--- src/rtl/cv32e40px_x_issue_arb.sv ---
`default_nettype none
// ============================================================================
// Module   : cv32e40px_x_issue_arb
// Brief    : Shares one CORE-V-XIF coprocessor between NUM_REQ cores: issue
//            arbitration, ID renaming, commit generation and result routing.
// Revision : 1.0 - initial release
// ============================================================================
module cv32e40px_x_issue_arb #(
    parameter int NUM_REQ   = 2,
    parameter int PAYLOAD_W = 64,
    parameter int RES_W     = 32
) (
    input  logic                               clk_i,
    input  logic                               rst_ni,
    input  logic [NUM_REQ-1:0]                 req_issue_valid_i,
    output logic [NUM_REQ-1:0]                 req_issue_ready_o,
    input  logic [NUM_REQ-1:0][3:0]            req_issue_id_i,
    input  logic [NUM_REQ-1:0][PAYLOAD_W-1:0]  req_issue_payload_i,
    output logic                               req_issue_resp_accept_o,
    output logic                               req_issue_resp_writeback_o,
    output logic                               cop_issue_valid_o,
    input  logic                               cop_issue_ready_i,
    output logic [3:0]                         cop_issue_id_o,
    output logic [PAYLOAD_W-1:0]               cop_issue_payload_o,
    input  logic                               cop_issue_resp_accept_i,
    input  logic                               cop_issue_resp_writeback_i,
    output logic                               cop_commit_valid_o,
    output logic [3:0]                         cop_commit_id_o,
    output logic                               cop_commit_kill_o,
    input  logic                               cop_result_valid_i,
    output logic                               cop_result_ready_o,
    input  logic [3:0]                         cop_result_id_i,
    input  logic [RES_W-1:0]                   cop_result_payload_i,
    output logic [NUM_REQ-1:0]                 req_result_valid_o,
    input  logic [NUM_REQ-1:0]                 req_result_ready_i,
    output logic [3:0]                         req_result_id_o,
    output logic [RES_W-1:0]                   req_result_payload_o,
    output logic [4:0]                         occupancy_o,
    output logic                               err_orphan_o
);

    localparam int              c_own_w = (NUM_REQ > 1) ? $clog2(NUM_REQ) : 1;
    localparam int              c_depth = 16;
    localparam logic [c_own_w-1:0] c_last = c_own_w'(NUM_REQ - 1);

    logic [c_own_w-1:0] r_rr;
    logic [c_own_w-1:0] r_lock_gnt;
    logic               r_lock;
    logic [3:0]         r_next_id;
    logic [c_depth-1:0] r_tbl_valid;
    logic [c_own_w-1:0] r_tbl_owner [c_depth];
    logic [3:0]         r_tbl_orig  [c_depth];
    logic [4:0]         r_occ;
    logic               r_err_orphan;

    logic [c_own_w-1:0] w_cand;
    logic [c_own_w-1:0] w_rr_gnt;
    logic               w_found;
    logic [c_own_w-1:0] w_grant;
    logic               w_full;
    logic               w_hs;
    logic               w_alloc;
    logic               w_res_hit;
    logic [c_own_w-1:0] w_res_owner;
    logic               w_free;
    logic               w_orphan;

    // First requester at or after r_rr, scanning circularly.
    always_comb begin
        w_rr_gnt = r_rr;
        w_found  = 1'b0;
        w_cand   = '0;
        for (int i = 0; i < NUM_REQ; i++) begin
            w_cand = c_own_w'((int'(r_rr) + i) % NUM_REQ);
            if (!w_found && req_issue_valid_i[w_cand]) begin
                w_rr_gnt = w_cand;
                w_found  = 1'b1;
            end
        end
    end

    assign w_grant           = r_lock ? r_lock_gnt : w_rr_gnt;
    assign w_full            = r_tbl_valid[r_next_id];
    assign cop_issue_valid_o = (|req_issue_valid_i) & ~w_full;
    assign w_hs              = cop_issue_valid_o & cop_issue_ready_i;
    assign w_alloc           = w_hs & cop_issue_resp_accept_i;

    always_comb begin
        req_issue_ready_o = '0;
        if (cop_issue_valid_o) begin
            req_issue_ready_o[w_grant] = cop_issue_ready_i;
        end
    end

    assign cop_issue_id_o             = r_next_id;
    assign cop_issue_payload_o        = cop_issue_valid_o ? req_issue_payload_i[w_grant] : '0;
    assign req_issue_resp_accept_o    = cop_issue_resp_accept_i;
    assign req_issue_resp_writeback_o = cop_issue_resp_writeback_i;
    assign cop_commit_valid_o         = w_hs;
    assign cop_commit_id_o            = r_next_id;
    assign cop_commit_kill_o          = 1'b0;

    assign w_res_hit   = r_tbl_valid[cop_result_id_i];
    assign w_res_owner = r_tbl_owner[cop_result_id_i];

    // Results for unknown IDs are swallowed so the coprocessor never stalls.
    always_comb begin
        req_result_valid_o = '0;
        cop_result_ready_o = 1'b0;
        req_result_id_o    = '0;
        if (cop_result_valid_i) begin
            if (w_res_hit) begin
                req_result_valid_o[w_res_owner] = 1'b1;
                cop_result_ready_o              = req_result_ready_i[w_res_owner];
                req_result_id_o                 = r_tbl_orig[cop_result_id_i];
            end else begin
                cop_result_ready_o = 1'b1;
            end
        end
    end

    assign req_result_payload_o = cop_result_payload_i;
    assign w_free   = cop_result_valid_i & w_res_hit & req_result_ready_i[w_res_owner];
    assign w_orphan = cop_result_valid_i & ~w_res_hit;

    always_ff @(posedge clk_i or negedge rst_ni) begin
        if (!rst_ni) begin
            r_rr         <= '0;
            r_lock       <= 1'b0;
            r_lock_gnt   <= '0;
            r_next_id    <= '0;
            r_tbl_valid  <= '0;
            r_occ        <= '0;
            r_err_orphan <= 1'b0;
        end else begin
            r_err_orphan <= w_orphan;
            r_occ        <= r_occ + {4'd0, w_alloc} - {4'd0, w_free};
            if (w_hs) begin
                r_lock    <= 1'b0;
                r_rr      <= (w_grant == c_last) ? '0 : w_grant + 1'b1;
                r_next_id <= r_next_id + 4'd1;
            end else if (cop_issue_valid_o) begin
                r_lock     <= 1'b1;
                r_lock_gnt <= w_grant;
            end
            // Alloc target is never valid and free target always is, so they differ.
            if (w_free) begin
                r_tbl_valid[cop_result_id_i] <= 1'b0;
            end
            if (w_alloc) begin
                r_tbl_valid[r_next_id] <= 1'b1;
            end
        end
    end

    always_ff @(posedge clk_i) begin
        if (w_alloc) begin
            r_tbl_owner[r_next_id] <= w_grant;
            r_tbl_orig[r_next_id]  <= req_issue_id_i[w_grant];
        end
    end

    assign occupancy_o  = r_occ;
    assign err_orphan_o = r_err_orphan;

endmodule
`default_nettype wire

--- config.mk ---
export PLATFORM = sky130hd
export DESIGN_NAME = cv32e40px_x_issue_arb
export DESIGN_NICKNAME = d
export VERILOG_FILES = /design/src/rtl/cv32e40px_x_issue_arb.sv
export SDC_FILE = /design/constraint.sdc
export NUM_CORES = 1
export LEC_CHECK = 0
export CAP_MARGIN = 40
export CORE_ASPECT_RATIO = 1.1
export CORE_UTILIZATION = 44
export DETAILED_ROUTE_END_ITERATION = 16
export PLACE_DENSITY = 0.86
export REMOVE_ABC_BUFFERS = 1
export SKIP_LAST_GASP = 1
export SYNTH_ARGS = -nofsm -noshare
export SYNTH_HDL_FRONTEND = slang
export SYNTH_SLANG_ARGS = --single-unit
export TNS_END_PERCENT = 10
--- constraint.sdc ---
create_clock -name clk_i -period 8.45 [get_ports clk_i]
set_input_delay 1.69 -clock clk_i [delete_from_list [all_inputs] [get_ports clk_i]]
set_output_delay 1.69 -clock clk_i [all_outputs]
set_load 0.01 [all_outputs]
==> results of run 1 <==
-- metal layers --
layer,up-vias,global-route usage [%],share of wire (%)
li1,2435,-,-
met2,358,46.2,48
met5,-,2.46,0.23
met3,44,10.7,11
met4,2,8.02,2.0
met1,2559,37.1,39
-- worst max-delay path: stages --
cell and delay, ps:
clkdlybuf4s50_1 980, mux4_2 620, mux4_2 550, nand2_1 500, nor2_1 100, clkdlybuf4s50_1 500
-- worst paths after layout --
check                                        end          startpoint  slack, ps
max                        req_result_valid_o[0]  cop_result_id_i[2]       1810
max reg2reg                       occupancy_o[4]  cop_commit_id_o[0]       4530
max in group asynchronous        r_tbl_valid[15]              rst_ni       6450
min reg2reg                       occupancy_o[0]      occupancy_o[0]        520
min in group asynchronous         r_tbl_valid[2]              rst_ni       1720
min                               occupancy_o[0]      occupancy_o[0]        520
-- flip-flops by register name, summed over array words and instances (netlist names) --
name / count
r_rr: 1
r_tbl_valid: 16
err_orphan_o: 1
r_lock_gnt: 1
r_lock: 1
cop_commit_id_o: 4
occupancy_o: 5
r_tbl_orig: 64
r_tbl_owner: 16
-- where the power goes --
group	internal (mW)	total (mW)	switching [mW]
combinational	0.827	1.68	0.854
clock	0.207	0.406	0.200
sequential	0.719	0.826	0.107
-- Yosys cell counts, types with 4 or more instances --
cell type and number:
clkbuf_1 23, mux2_2 10, nor4_1 16, nor2_1 38, and3_1 4, xnor2_1 6, a21oi_1 84, nand2_1 148
mux4_2 31, buf_4 39, inv_1 13, nand3_1 6, edfxtp_1 80, buf_2 8, dfrtp_1 29, ha_1 9
-- stage by stage --
| stage | instances | hold slack [ps] | util (%) | instance area, um^2 | setup slack [ps] |
|---|---|---|---|---|---|
| floorplan | 515 | 478 | - | 5760 | 625 |
| CTS | 970 | 526 | 63.7 | 8780 | 1810 |
| detailed placement | 954 | 514 | 61.6 | 8500 | 1830 |
| global placement | 949 | 494 | 61.3 | 8460 | 1870 |
| global route | 972 | 539 | 63.8 | 8800 | 1610 |
| finish | 972 | 525 | 63.8 | 8800 | 1810 |
-- cell families (layout without fill, tap and decap cells) --
kind of cell	after synthesis	in the layout	share of synthesized area, %
AND/OR/NAND/NOR	230	230	16.0
flip-flops	109	109	50.3
AO/OA/AOI/OAI	100	100	8.61
buffers and inverters	89	283	8.25
multiplexers	44	44	13.7
adder cells (fa/ha/maj)	10	10	2.13
XOR/XNOR	7	7	0.986
other	1	1	0.0603
-- layout by cell type, fill, tap and decap left out, types with 3 or more instances in the layout --
cell type / instances
nand3_1: 6
nand2b_1: 3
mux2_2: 10
clkbuf_16: 9
and3_1: 4
ha_1: 9
o21ai_0: 3
a21oi_1: 83
dfrtp_1: 29
nor4_1: 16
buf_4: 14
edfxtp_1: 80
nor2_1: 38
xnor2_1: 6
inv_1: 13
mux4_2: 31
nand2_1: 148
clkdlybuf4s50_1: 238
-- layout make-up --
type,count,area (um^2),share of cell area [%]
tap,188,235,2.67
sequential,109,3130,35.6
clock buffer,10,229,2.60
multi-input combinational,392,2590,29.4
clock inverter,6,56.3,0.640
inverter,14,52.6,0.597
timing repair buffer,253,2510,28.5
==> impl_results.md, run 1 <==
- Global Route Usage Sum: 29.1%
- Leak: 3.26 nW
- Ys flop type: edfxtp_1
- Worst-Margin Slew: between 900 and 1000 ps
- CP startpoint kind: input pin
- Post-synth EDFFs: 80
- N_diodes: 0
- Max clock buf depth: 2
- Crit Path Class: input pin to output port
- Placeable Area: ~14000 um^2
- Max-cap violations: 0
- Worst Skew: between 10 and 15 ps
- Power Total: about 2.9 mW
- Grt ovf: 0
- Setup TNS: 0 ps
- Area leader, netlist: edfxtp_1
- Max Slew Vio Count: 0
- Total Wirelength: approximately 21 mm
- Max_slew headroom: 38.1%
- Layout area overhead: 41.5%
- Fin nets: about 970
- Yosys warning total: 0
- Initial antenna violation count: 0
- Root cell of the clock tree: clkbuf_16
- Unrepaired setup endpoints after global routing: false
- Cts hold-fix bufs: 0
- Cts repair resizes: 0
- Die Span Y: 127 um
- Fill count: about 1100
- Final hold viol count: 0
- Register bit total from synthesis: 109
- Buffers on Ports: ~240
- Worst r2r path cells: 14
- Crit end category: output port
- Top cell type's share of synthesized area: slightly below 40%
- Gate count after technology mapping: between 500 and 600
- H-Tree Depth: 3
- Maximum vdd drop: ~0.26 mV
- Total CTS buffers: 9
- Synth unique cells: between 40 and 50
- DR WL/cell: ~22 um
- Largest net degree at the start of global routing: slightly above 70
- Final period utilization: a little under 80%
- Post-synth ARST share: a little over a quarter
- Via density: about 5.6
- Outcome: finished clean
- Via count: 5398
- Clk sink count: 109
- Vias in the first global route: between 5000 and 6000
- CTS tree: built
- Min Tclk post-route: 6640 ps
- Global-route wire length before repair: a little over 30 mm
- DP HPWL: between 15 and 20 mm
- Detailed router's first-iteration violation count: between 500 and 600
- Worst-Skew Late Latency: roughly 350 ps
- Synth Area per Inst: ~11 um^2
- Initial Util: 45.1%
- Reg clk slew, reported paths: ~80 ps
- Post-CTS Setup Repair Bufs: 0
- Mapped cell area: between 6000 and 7000 um^2
- Die Area: between 10000 and 15000 um^2
- TritonRoute pass-1 iters: 5
- Register area share after synthesis: between 50% and 60%
- WP data arrival: between 4000 and 5000 ps
- Leading post-synthesis cells by cell area: edfxtp_1, dfrtp_1, mux4_2
- Hold path depth: 1
- P per Cell Area: approximately 330 nW/um^2
- Critical Path RT: 6760 ps
- Residual DRC count: 0
- Io pins: about 310
- Type of the most critical hold path: flop to flop
- Finish-stage setup viols: 0
- Share of layout cells above drive strength 1: about a tenth
- Worst-path fanout max: 19
- FMAX: approximately 150 MHz
- Num rows: 45
- Final ANT Viol Nets: 0
- Die width: 115 um
- Gpl congestion: between 0.9 and 1
Note: power is estimated with default switching activity, not from simulation.
==> run 2, diff against run 1 <==
--- a/config.mk
+++ b/config.mk
@@ -7,9 +7,9 @@
 export LEC_CHECK = 0
 export CAP_MARGIN = 40
 export CORE_ASPECT_RATIO = 1.1
-export CORE_UTILIZATION = 44
+export CORE_UTILIZATION = 37
 export DETAILED_ROUTE_END_ITERATION = 16
-export PLACE_DENSITY = 0.86
+export PLACE_DENSITY = 0.77
 export REMOVE_ABC_BUFFERS = 1
 export SKIP_LAST_GASP = 1
 export SYNTH_ARGS = -nofsm -noshare
==> constraint.sdc (replaced) <==
create_clock -name clk_i -period 5.58 [get_ports clk_i]
set_input_delay 1.116 -clock clk_i [delete_from_list [all_inputs] [get_ports clk_i]]
set_output_delay 1.116 -clock clk_i [all_outputs]
set_load 0.01 [all_outputs]
==> run 2 against run 1 <==
Non-clock buffer count up 3; largest cell class unchanged; die area is 19% higher; via count is essentially flat; highest routed layer unchanged; sequential power up 51%; the flow now finishes with violations (design-rule violations); critical path depth rose by 1.
==> impl_results.md, run 2 (synthesis gave the netlist of run 1 again) <==
- H-Tree Depth: 3
- Max_slew headroom: ~38%
- Reg-to-reg slack, setup: around 1400 ps
- Total CTS buffers: 9
- Cts repair resizes: 0
- Via density: between 5 and 6
- Power Total: 4.52 mW
- Vias in the first global route: 5286
- Final hold viol count: 0
- Worst-Margin Slew: ~930 ps
- Sw Ratio: 40.0%
- Global-route wire length before repair: between 30 and 40 mm
- CTS tree: built
- Initial antenna violation count: 1
- Type of the most critical hold path: flop to flop
- Comb power frac: 58.9%
- Unrepaired setup endpoints after global routing: false
- Leak: around 3.3 nW
- Worst Skew: 12.3 ps
- Most common cell after layout, fill and taps aside: clkdlybuf4s50_1
- Gpl congestion: 0.971
- Largest net degree at the start of global routing: between 70 and 80
- DR WL/cell: around 22 um
- Max clock buf depth: 2
- Critical Path RT: roughly 4500 ps
- Commonest cells after routing, fill and taps aside: clkdlybuf4s50_1, nand2_1, a21oi_1
- Initial Util: 38.0%
- DP HPWL: 16.0 mm
- Clk sink count: about 110
- Min Tclk post-route: 4980 ps
- Num rows: 49
- FMAX: about 200 MHz
- Fin nets: slightly below 1000
- Worst-Skew Late Latency: 360 ps
- Dpl cell area: about 8600 um^2
- Io pins: approximately 300
- Post-route insts no fill: between 900 and 1000
- Finish-stage setup viols: 0
- Buffers on Ports: ~240
- Slowest cell delay on critical path: between 700 and 800 ps
- Reg clk slew, reported paths: 80 ps
- Max reg flops: between 60 and 70
- Die Area: 17300 um^2
- CP startpoint kind: flop
- Worst-path cell chain: mux4_2, or4b_4, o211a_2, buf_16, nand2b_4, nor2_1, clkdlybuf4s50_1
- Crit end category: output port
- Total Wirelength: 21.5 mm
- Max Slew Vio Count: 0
- Detailed router's first-iteration violation count: around 490
- Share of layout cells above drive strength 1: 10.8%
- Largest regs: r_tbl_orig x64, r_tbl_owner x16, r_tbl_valid x16
- Via count: between 5000 and 6000
- Global Route Usage Sum: about a quarter
- Outcome: finished, violations left
- Final period utilization: between 80 and 90%
- Placed cells: 973
- Final Cell Area: between 8000 and 9000 um^2
- Clk pwr share: 13.5%
- Net Sw Power: 1.81 mW
- Max-cap violations: 0
- Cts hold-fix bufs: 0
- Post-CTS Setup Repair Bufs: 0
- Final ANT Viol Nets: 0
- Worst-path fanout max: 26
- P per Cell Area: approximately 510 nW/um^2
- Sequential power share: 27.6%
- Root cell of the clock tree: clkbuf_16
- Crit Path Class: flop to output port
- Residual DRC count: 7
- Grt ovf: 0
- Die width: around 130 um
- Setup TNS: 0 ps
- Placeable Area: 16400 um^2
- Slowest cell on the critical path: dfrtp_1
- Maximum vdd drop: 0.329 mV
- TritonRoute pass-1 iters: 11
- WP data arrival: between 3000 and 4000 ps
- Layout area overhead: 42.5%
- Biggest register: r_tbl_orig
- Failing checks: design-rule violations
- P_int: 2.71 mW
- Die Span Y: 138 um
run 2: cell type report:
class | count | area (um^2)
antenna | 1 | 2.50
clock buffer | 9 | 225
clock inverter | 7 | 56.3
fill | 1393 | 7510
inverter | 14 | 52.6
multi-input combinational | 392 | 2590
sequential | 109 | 3130
tap | 204 | 255
timing repair buffer | 256 | 2550
run 2: worst max-delay path, delay by kind of cell (launching register included):
| family | cells | cell delay, ps |
|---|---|---|
| AO/OA/AOI/OAI | 1 | 310 |
| buffers and inverters | 2 | 820 |
| flip-flops | 1 | 780 |
| multiplexers | 1 | 630 |
| AND/OR/NAND/NOR | 3 | 960 |
run 2: final timing paths:
check,startpoint,endpoint,depth (start not counted)
worst max-delay path,cop_commit_id_o[0],req_issue_ready_o[0],7
worst max register to register,cop_commit_id_o[0],occupancy_o[4],15
worst min-delay path,occupancy_o[0],occupancy_o[0],1
min in group asynchronous,rst_ni,occupancy_o[1],2
max in group asynchronous,rst_ni,r_tbl_valid[14],2
worst min register to register,occupancy_o[0],occupancy_o[0],1
run 2: routing by layer:
layer	share of wire (%)	wire length, um	track usage [%]
met5	0.19	40	1.76
met4	2.6	562	7.79
met3	11	2420	9.30
met2	48	10200	39.8
met1	38	8250	30.8
run 2: through the flow:
stage	util [%]	hold WS, ps	worst slack, ps
2_1_floorplan	-	478	-1100
6_report	54.1	526	596
3_3_place_gp	52.0	501	541
4_1_cts	54.0	530	597
3_5_place_dp	52.3	513	465
5_1_grt	54.1	543	470
run 2: power groups by stage:
stage	combinational [mW]	sequential, mW	clock (mW)
global route	2.89	1.26	0.648
finish	2.66	1.25	0.612
detailed placement	2.65	1.26	0
CTS	2.68	1.24	0.615
global placement	2.59	1.25	0
floorplan	1.26	1.22	0
